===== config.mk =====
export PLATFORM = sky130hd
export DESIGN_NAME = hamming_uart_tx_flat
export DESIGN_NICKNAME = d
export VERILOG_FILES = /design/src/rtl/hamming_pkg.sv /design/src/rtl/hamming_uart_tx_if.sv /design/src/rtl/hamming_enc.sv /design/src/rtl/hamming_uart_tx.sv /design/src/flat_wrapper.sv
export SDC_FILE = /design/constraint.sdc
export NUM_CORES = 1
export LEC_CHECK = 0
export CORE_MARGIN = 2
export CORE_UTILIZATION = 40
export DETAILED_ROUTE_END_ITERATION = 16
export GPL_TIMING_DRIVEN = 0
export HOLD_SLACK_MARGIN = 0.12
export PLACE_DENSITY_LB_ADDON = 0.05
export REMOVE_ABC_BUFFERS = 1
export SETUP_SLACK_MARGIN = 0.1
export SYNTH_ARGS = -nofsm -noshare
export SYNTH_HDL_FRONTEND = slang
export SYNTH_SLANG_ARGS = --single-unit

===== constraint.sdc =====
create_clock -name clk -period 1.87 [get_ports clk]
set_input_delay 0.4675 -clock clk [delete_from_list [all_inputs] [get_ports clk]]
set_output_delay 0.4675 -clock clk [all_outputs]
set_load 0.02 [all_outputs]

===== src/rtl/hamming_pkg.sv =====
// Shared Hamming(7,4)+parity (SECDED byte) definitions for the encoder and the decoder side.
// Latency: not applicable (types, constants and a pure combinational function).
// Backpressure: not applicable.
//
// Contents: CW_W/FRAME_W widths, tx_state_t for the UART transmitter FSM,
// hamming74_secded() which maps a 4-bit message to the 8-bit frame byte.
package hamming_pkg;

    localparam int CW_W    = 7;   // Hamming(7,4) codeword width
    localparam int FRAME_W = 8;   // codeword plus overall even-parity bit

    typedef enum logic [1:0] {
        IDLE  = 2'd0,
        START = 2'd1,
        DATA  = 2'd2,
        STOP  = 2'd3
    } tx_state_t;

    // Bit order matches the decoder: c0/c1/c3 are the check bits at Hamming
    // positions 1/2/4, data bits sit at positions 3/5/6/7. c7 makes the whole
    // byte even parity so the receiver can tell single from double errors.
    function automatic logic [FRAME_W-1:0] hamming74_secded(input logic [3:0] d);
        logic [CW_W-1:0] c;
        c[0] = d[0] ^ d[1] ^ d[3];
        c[1] = d[0] ^ d[2] ^ d[3];
        c[2] = d[0];
        c[3] = d[1] ^ d[2] ^ d[3];
        c[4] = d[1];
        c[5] = d[2];
        c[6] = d[3];
        return {^c, c};
    endfunction

endpackage


===== src/rtl/hamming_uart_tx_if.sv =====
// Switch-side request bundle and UART-side status for hamming_uart_tx.
// Latency: not applicable (wiring only).
// Backpressure: send is a level request, honoured only while the transmitter is idle.
//
// Signals: data_in[3:0], send (to transmitter); tx, busy, done (from transmitter).
// With HAMMING_ERR_INJECT_EN defined, err_en and err_pos[2:0] are also carried.
// master = switch/stimulus side, slave = transmitter.
interface hamming_uart_tx_if;

    logic [3:0] data_in;
    logic       send;
    logic       tx;
    logic       busy;
    logic       done;
`ifdef HAMMING_ERR_INJECT_EN
    logic       err_en;
    logic [2:0] err_pos;

    modport master (output data_in, send, err_en, err_pos, input tx, busy, done);
    modport slave  (input data_in, send, err_en, err_pos, output tx, busy, done);
`else
    modport master (output data_in, send, input tx, busy, done);
    modport slave  (input data_in, send, output tx, busy, done);
`endif

endinterface


===== src/rtl/hamming_enc.sv =====
// Combinational 4-bit message to 8-bit SECDED frame byte encoder.
// Latency: 0 cycles (pure combinational).
// Backpressure: none; output follows input continuously.
//
// Ports: d[3:0] message in, c[7:0] frame byte out.
module hamming_enc
    import hamming_pkg::*;
(
    input  logic [3:0]         d,
    output logic [FRAME_W-1:0] c
);

    assign c = hamming74_secded(d);

endmodule


===== src/rtl/hamming_uart_tx.sv =====
// Encodes a 4-bit switch message as a SECDED byte and sends it as one UART 8N1 frame, LSB first.
// Latency: tx start bit on the cycle after accept; frame lasts 10*CLKS_PER_BIT cycles, done one cycle later.
// Backpressure: send is only honoured in IDLE; requests while busy are dropped, a held send repeats frames.
//
// Ports: clk, rst_n (synchronous, active low), bus (hamming_uart_tx_if.slave:
// data_in, send, tx, busy, done; plus err_en, err_pos when built with
// HAMMING_ERR_INJECT_EN, which inverts one frame-byte bit after parity).
module hamming_uart_tx
    import hamming_pkg::*;
#(
    parameter int CLK_FREQ_HZ = 100_000_000,
    parameter int BAUD_RATE   = 115_200
) (
    input  logic             clk,
    input  logic             rst_n,
    hamming_uart_tx_if.slave bus
);

    localparam int CLKS_PER_BIT = CLK_FREQ_HZ / BAUD_RATE;
    localparam int BAUD_W       = (CLKS_PER_BIT > 2) ? $clog2(CLKS_PER_BIT) : 1;
    localparam logic [BAUD_W-1:0] BAUD_LAST = BAUD_W'(CLKS_PER_BIT - 1);

    generate
        if (CLKS_PER_BIT < 2) begin : g_bad_baud
            $error("hamming_uart_tx: CLKS_PER_BIT must be at least 2");
        end
    endgenerate

    logic [FRAME_W-1:0] enc_byte;
    logic [FRAME_W-1:0] frame_byte;

    hamming_enc u_enc (
        .d (bus.data_in),
        .c (enc_byte)
    );

`ifdef HAMMING_ERR_INJECT_EN
    // Flip is applied after parity, so pos 7 corrupts the parity bit itself.
    assign frame_byte = bus.err_en ? (enc_byte ^ (FRAME_W'(1) << bus.err_pos)) : enc_byte;
`else
    assign frame_byte = enc_byte;
`endif

    tx_state_t          state;
    logic [BAUD_W-1:0]  baud_cnt;
    logic [2:0]         bit_cnt;
    logic [FRAME_W-1:0] shreg;
    logic               tx_q;
    logic               busy_q;
    logic               done_q;
    logic               baud_last;

    assign baud_last = (baud_cnt == BAUD_LAST);

    always_ff @(posedge clk) begin
        if (!rst_n) begin
            state    <= IDLE;
            baud_cnt <= '0;
            bit_cnt  <= '0;
            shreg    <= '0;
            tx_q     <= 1'b1;
            busy_q   <= 1'b0;
            done_q   <= 1'b0;
        end else begin
            done_q <= 1'b0;
            case (state)
                IDLE: begin
                    tx_q     <= 1'b1;
                    busy_q   <= 1'b0;
                    baud_cnt <= '0;
                    if (bus.send) begin
                        shreg   <= frame_byte;
                        bit_cnt <= '0;
                        tx_q    <= 1'b0;
                        busy_q  <= 1'b1;
                        state   <= START;
                    end
                end
                START: begin
                    if (baud_last) begin
                        baud_cnt <= '0;
                        tx_q     <= shreg[0];
                        shreg    <= {1'b0, shreg[FRAME_W-1:1]};
                        state    <= DATA;
                    end else begin
                        baud_cnt <= baud_cnt + 1'b1;
                    end
                end
                DATA: begin
                    if (baud_last) begin
                        baud_cnt <= '0;
                        if (bit_cnt == 3'd7) begin
                            // bit_cnt parks at 7 until the next accept
                            tx_q  <= 1'b1;
                            state <= STOP;
                        end else begin
                            bit_cnt <= bit_cnt + 1'b1;
                            tx_q    <= shreg[0];
                            shreg   <= {1'b0, shreg[FRAME_W-1:1]};
                        end
                    end else begin
                        baud_cnt <= baud_cnt + 1'b1;
                    end
                end
                STOP: begin
                    if (baud_last) begin
                        baud_cnt <= '0;
                        busy_q   <= 1'b0;
                        done_q   <= 1'b1;
                        state    <= IDLE;
                    end else begin
                        baud_cnt <= baud_cnt + 1'b1;
                    end
                end
                default: begin
                    tx_q   <= 1'b1;
                    busy_q <= 1'b0;
                    state  <= IDLE;
                end
            endcase
        end
    end

    assign bus.tx   = tx_q;
    assign bus.busy = busy_q;
    assign bus.done = done_q;

endmodule


===== src/flat_wrapper.sv =====
// flat-port wrapper written by rule: the top's interface ports become plain ports
module hamming_uart_tx_flat import hamming_pkg::*;
#(
    parameter int CLK_FREQ_HZ = 100_000_000,
    parameter int BAUD_RATE   = 115_200
)
  (clk, rst_n, bus_data_in, bus_send, bus_tx, bus_busy, bus_done);
  hamming_uart_tx_if bus_i ();
  input  logic clk;
  input  logic rst_n;
  input wire logic [$bits(bus_i.data_in)-1:0] bus_data_in;
  input wire logic [$bits(bus_i.send)-1:0] bus_send;
  output wire logic [$bits(bus_i.tx)-1:0] bus_tx;
  output wire logic [$bits(bus_i.busy)-1:0] bus_busy;
  output wire logic [$bits(bus_i.done)-1:0] bus_done;
  assign bus_i.data_in = bus_data_in;
  assign bus_i.send = bus_send;
  assign bus_tx = bus_i.tx;
  assign bus_busy = bus_i.busy;
  assign bus_done = bus_i.done;
  hamming_uart_tx #(.CLK_FREQ_HZ(CLK_FREQ_HZ), .BAUD_RATE(BAUD_RATE)) u_core (.clk(clk), .rst_n(rst_n), .bus(bus_i));
endmodule

Word level (Yosys, flattened, before mapping)
Cells that the tools add are included.
- output and inout bits: 3
- register bits after elaboration: 26
- input port bits: 7
- reductions and logical operators: 12
- muxes and demuxes: 26
- equal/unequal tests: 11
- add/subtract/negate cells: 2
- bitwise logic cells: 6
- operators by type and width (operator ; count):
    $mux 8 ; 4
    $pmux 8 s3 ; 1
    $pmux 10 s2 ; 1
    $add 10x1->10 const B ; 1
    $eq 10x10->1 const B ; 1
    $mux 10 ; 1
    $mux 2 ; 5
    $reduce_and 5->1 ; 2
    $mux 3 ; 3
    $ne 2x1->1 const B ; 4
    $pmux 2 s4 ; 1
    $mux 1 ; 7
    $reduce_xor 7->1 ; 1
    $pmux 3 s2 ; 1
    $xor 1x1->1 ; 6
    $eq 2x2->1 const B ; 2
    $ne 2x2->1 const B ; 2
    $reduce_and 2->1 ; 2
    $reduce_and 4->1 ; 1
    $reduce_bool 2->1 ; 2
    $add 3x1->3 const B ; 1
    $eq 3x3->1 const B ; 1
    $pmux 1 s3 ; 1
    $reduce_and 3->1 ; 1
    5 further kinds ; 5

Depth between registers and ports, before layout
- depth in word-level cells: 5
- depth in mapped cells: 8
- depth with buffers taken out: 6

Modules after synthesis
A second synthesis with hierarchy kept.
- cell total of the unflattened synthesis: 153
- area, all modules: 1462.7 um^2
- by module, submodules not included (module ; area an instance (um^2) ; cells an instance ; times used):
    hamming_uart_tx ; 1330.0 ; 145 ; 1
    hamming_enc ; 132.6 ; 8 ; 1

Worst setup path after synthesis
No wires, ideal clock.
- kind: register to register
- start point: register u_core.state[0]
- end point: register u_core.state[0]
- stages on the path, launching flop included: 7
- buffers on the path: 0
- slack: 0.270 ns
- arrival time: 1.484 ns
- cells stage by stage: dfxtp_1 -> inv_1 -> ha_1 -> nor3_1 -> a31oi_1 -> or4_1 -> o211a_1
- longest elaborated chain between the ends: 3
- elaborated cells on any way between the ends: 11
- RTL lines (element ; line ; RTL):
    from (decl) ; hamming_uart_tx.sv:44 ; tx_state_t state;
    from (signal assigned) ; hamming_uart_tx.sv:57 ; state <= IDLE;
    from (signal assigned) ; hamming_uart_tx.sv:76 ; state <= START;
    from (signal assigned) ; hamming_uart_tx.sv:84 ; state <= DATA;
    $eq 2x2->1, or another cell as far along ; hamming_uart_tx.sv:66 ; case (state)
    $ne 2x1->1 (no line) / $ne 2x2->1 (equally long branches) ; n/a ;
    $reduce_and 5->1 (no line) ; n/a ;
Several ways; a longest one is shown, not always the timed one.
A chain may end at the register's enable or synchronous reset.

Worst setup path in the final report
Ends and elaborated chain as after synthesis.

==> impl_metrics.tcl <==
set metrics [dict create \
    grt_start_max_net_pins 15 \
    maximum_level_of_the_cts_h_tree 1 \
    netlist-cell-type-count 38 \
    timing.critical_path.fanout_max 7 \
    met3_usage_grt_pct 2.70 \
    hold_viol 0 \
    tightestPinTransition_ns 0.477 \
    synthToLayoutAreaGrowth_pct 16.7 \
    portion_of_the_post_synthesis_area_used_by_sequential_elements_pct 37.9 \
    top_usage_layer "met2" \
    routed_wirelength_mm 2.69 \
    syn_inst 152 \
    timing_max_transition_violations_final 0 \
    pin_count 10 \
    outcome "finished clean" \
    slew-limit-headroom_pct 68.2 \
    grt_pass1_vias 1105 \
    buffer_ports.inserted 9 \
    cellLeakagePower_nw 0.621 \
    dieArea_sq_um 3920 \
    route.antenna.remaining_nets 0 \
    num_vias 1094 \
    finalSetupViolations 0 \
    setup_repair_after_global_routing_missed_its_margin "true" \
    avgSynthCellArea_sq_um 9.05 \
    core_sq_um 3310 \
    fin_crit_sh_pct 89.6 \
    effective_utilization_at_floorplan_pct 41.5 \
    rows 21 \
    die-width_microns 62.6 \
    clkLatencyLatePin_ns 0.33 \
    hold_path.class "reg2reg" \
    wl_per_cell_microns 12.8 \
    final.fill_count 357 \
    gr-usage-all-layers_pct 15.2 \
    timing.critical_path.required_ns 2.11 \
    use_met2_pct 27.0 \
    overflow 0 \
    minimum_clock_period_ns 1.68 \
    synth_seq_cells 26 \
    detail_route.vias_per_cell 5.21 \
    hold_slack_ns 0.446 \
    antenna-diode-count 0 \
    fmax_mhz 597 \
    detail_route.first_pass.iterations 4 \
    synth.yosys.warnings 0 \
    design.final.nets 180 \
    clk_pin_slew_ns 0.15 \
    worstSetupStartpointType "flip-flop" \
    synth-edff-count 0 \
    numCtsBuffers 3 \
    clkSinkCount 26 \
    postSynth.asyncResetShare_pct 0 \
    clockRootBuffer "sky130_fd_sc_hd__clkbuf_4" \
    met1_layer_usage_reported_by_global_route_pct 17.8 \
    first_iter_violations 31 \
    wire_length_of_the_first_global_routing_pass_mm 4.75 \
    gp_congestion 0.725 \
    cts_buffer_depth 2 \
    power.density_nw_per_um2 1130 \
    post_synth_instance_area_sq_um 1380 \
    antenna_found_initial 0 \
    drv.max_cap_violation_count 0 \
    critical_path_endpoint_category "flip-flop" \
    critical_path_at_ns 1.92 \
    post-dp-hpwl_mm 1.91 \
    fraction_of_final_layout_cells_sized_beyond_drive_strength_1_pct 17.1 \
    tritoncts "done" \
    synth_flop_cell "sky130_fd_sc_hd__dfxtp_1" \
    drc_errors 0 \
    timing.setup.critical_path_class "reg2reg" \
    utilization_pct 48.5 \
    chipHeight_microns 62.6 \
    irDropWorstVdd_uv 509 \
    worst_clock_skew_ns 0.00713 \
]
-- final cells by class --
type                       instances  area (sq um)  area share (%)
tap                               46          57.6            3.59
clock buffer                       4          36.3            2.26
sequential                        26           526            32.7
multi-input combinational        111           810            50.4
inverter                           8          33.8            2.10
timing repair buffer              15           143            8.89
-- layer usage --
layer,wire length (microns),up-vias
met3,77,7
met2,1250,16
met4,68,0
met5,0,-
li1,-,560
met1,1290,511
-- per-stage QoR --
stage                     instances  setup WS [ns]  cell area (sq um)  setup TNS (ns)  power (mW)
after floorplan                 145          0.172               1330               0        1.24
after global placement          200         -0.245               1480           -4.07        1.41
after detailed placement        200         -0.298               1480           -4.97        1.43
after CTS                       207          0.103               1550               0        1.79
after global routing            210         0.0854               1610               0        1.97
final                           210          0.195               1610               0        1.82
-- layout by cell type, fill, tap and decap left out, drive strengths merged, types with 5 or more instances in the layout --
cell	instances
mux2i	8
a211oi	7
o21ai	7
nor3	5
ha	8
nand3	8
clkdlybuf4s50	6
nor2	12
and3	5
buf	6
dfxtp	26
a21oi	12
xnor2	10
nand2	5
inv	7
-- cells in the mapped netlist (2+ instances only) --
library cell	count	area (sq um)
sky130_fd_sc_hd__a211oi_1	6	45.0
sky130_fd_sc_hd__a21oi_1	12	60.1
sky130_fd_sc_hd__a31oi_1	2	12.5
sky130_fd_sc_hd__and2_1	2	12.5
sky130_fd_sc_hd__and3_1	4	25.0
sky130_fd_sc_hd__buf_6	2	22.5
sky130_fd_sc_hd__clkbuf_1	2	7.51
sky130_fd_sc_hd__dfxtp_1	26	521
sky130_fd_sc_hd__ha_1	8	100
sky130_fd_sc_hd__inv_1	8	30.0
sky130_fd_sc_hd__mux2i_1	8	80.1
sky130_fd_sc_hd__nand2_1	5	18.8
sky130_fd_sc_hd__nand2b_1	2	12.5
sky130_fd_sc_hd__nand3_1	8	40.0
sky130_fd_sc_hd__nand4_1	2	12.5
sky130_fd_sc_hd__nor2_1	12	45.0
sky130_fd_sc_hd__nor3_1	4	20.0
sky130_fd_sc_hd__o21ai_0	7	35.0
sky130_fd_sc_hd__xnor2_1	10	87.6
sky130_fd_sc_hd__xor2_1	4	35.0
-- kinds of logic after synthesis --
kind of cell / synth area share [%]
AND/OR/NAND/NOR: 19.2
multiplexers: 5.82
XOR/XNOR: 8.92
adder cells (fa/ha/maj): 7.28
AO/OA/AOI/OAI: 15.3
flip-flops: 37.9
buffers and inverters: 5.64
-- worst paths after layout --
path | from | endpoint | slack (ns) | cells past startpoint
max reg2reg | u_core.state[0] | u_core.state[0] | 0.19 | 6
min | u_core.baud_cnt[0] | u_core.baud_cnt[0] | 0.45 | 1
max | u_core.state[0] | u_core.state[0] | 0.19 | 6
min reg2reg | u_core.baud_cnt[0] | u_core.baud_cnt[0] | 0.45 | 1
-- timing repair --
item,in CTS,in global routing
pin swaps,0,0
resized for setup,6,12
hold buffers,0,0
buffers inserted,3,3
setup endpoints to repair,21,14
-- sequential cells by signal, summed over array words and instances, names as in the netlist --
register / cells
u_core.state: 2
u_core.bit_cnt: 3
u_core.shreg: 8
u_core.bus.done: 1
u_core.baud_cnt: 10
u_core.bus.busy: 1
u_core.bus.tx: 1
-- report_power, final --
part           internal [mW]  switching [mW]
Combinational          0.375           0.418
Sequential             0.664          0.0618
Clock                  0.119           0.177
-- critical path, cell delays in order (launching register included) --
cell and delay (ns):
sky130_fd_sc_hd__dfxtp_2 0.38, sky130_fd_sc_hd__inv_1 0.08, sky130_fd_sc_hd__ha_2 0.24, sky130_fd_sc_hd__nor3_4 0.21
sky130_fd_sc_hd__a31oi_1 0.08, sky130_fd_sc_hd__or4_1 0.45, sky130_fd_sc_hd__o211a_1 0.15
Note: power is estimated with default switching activity, not from simulation.
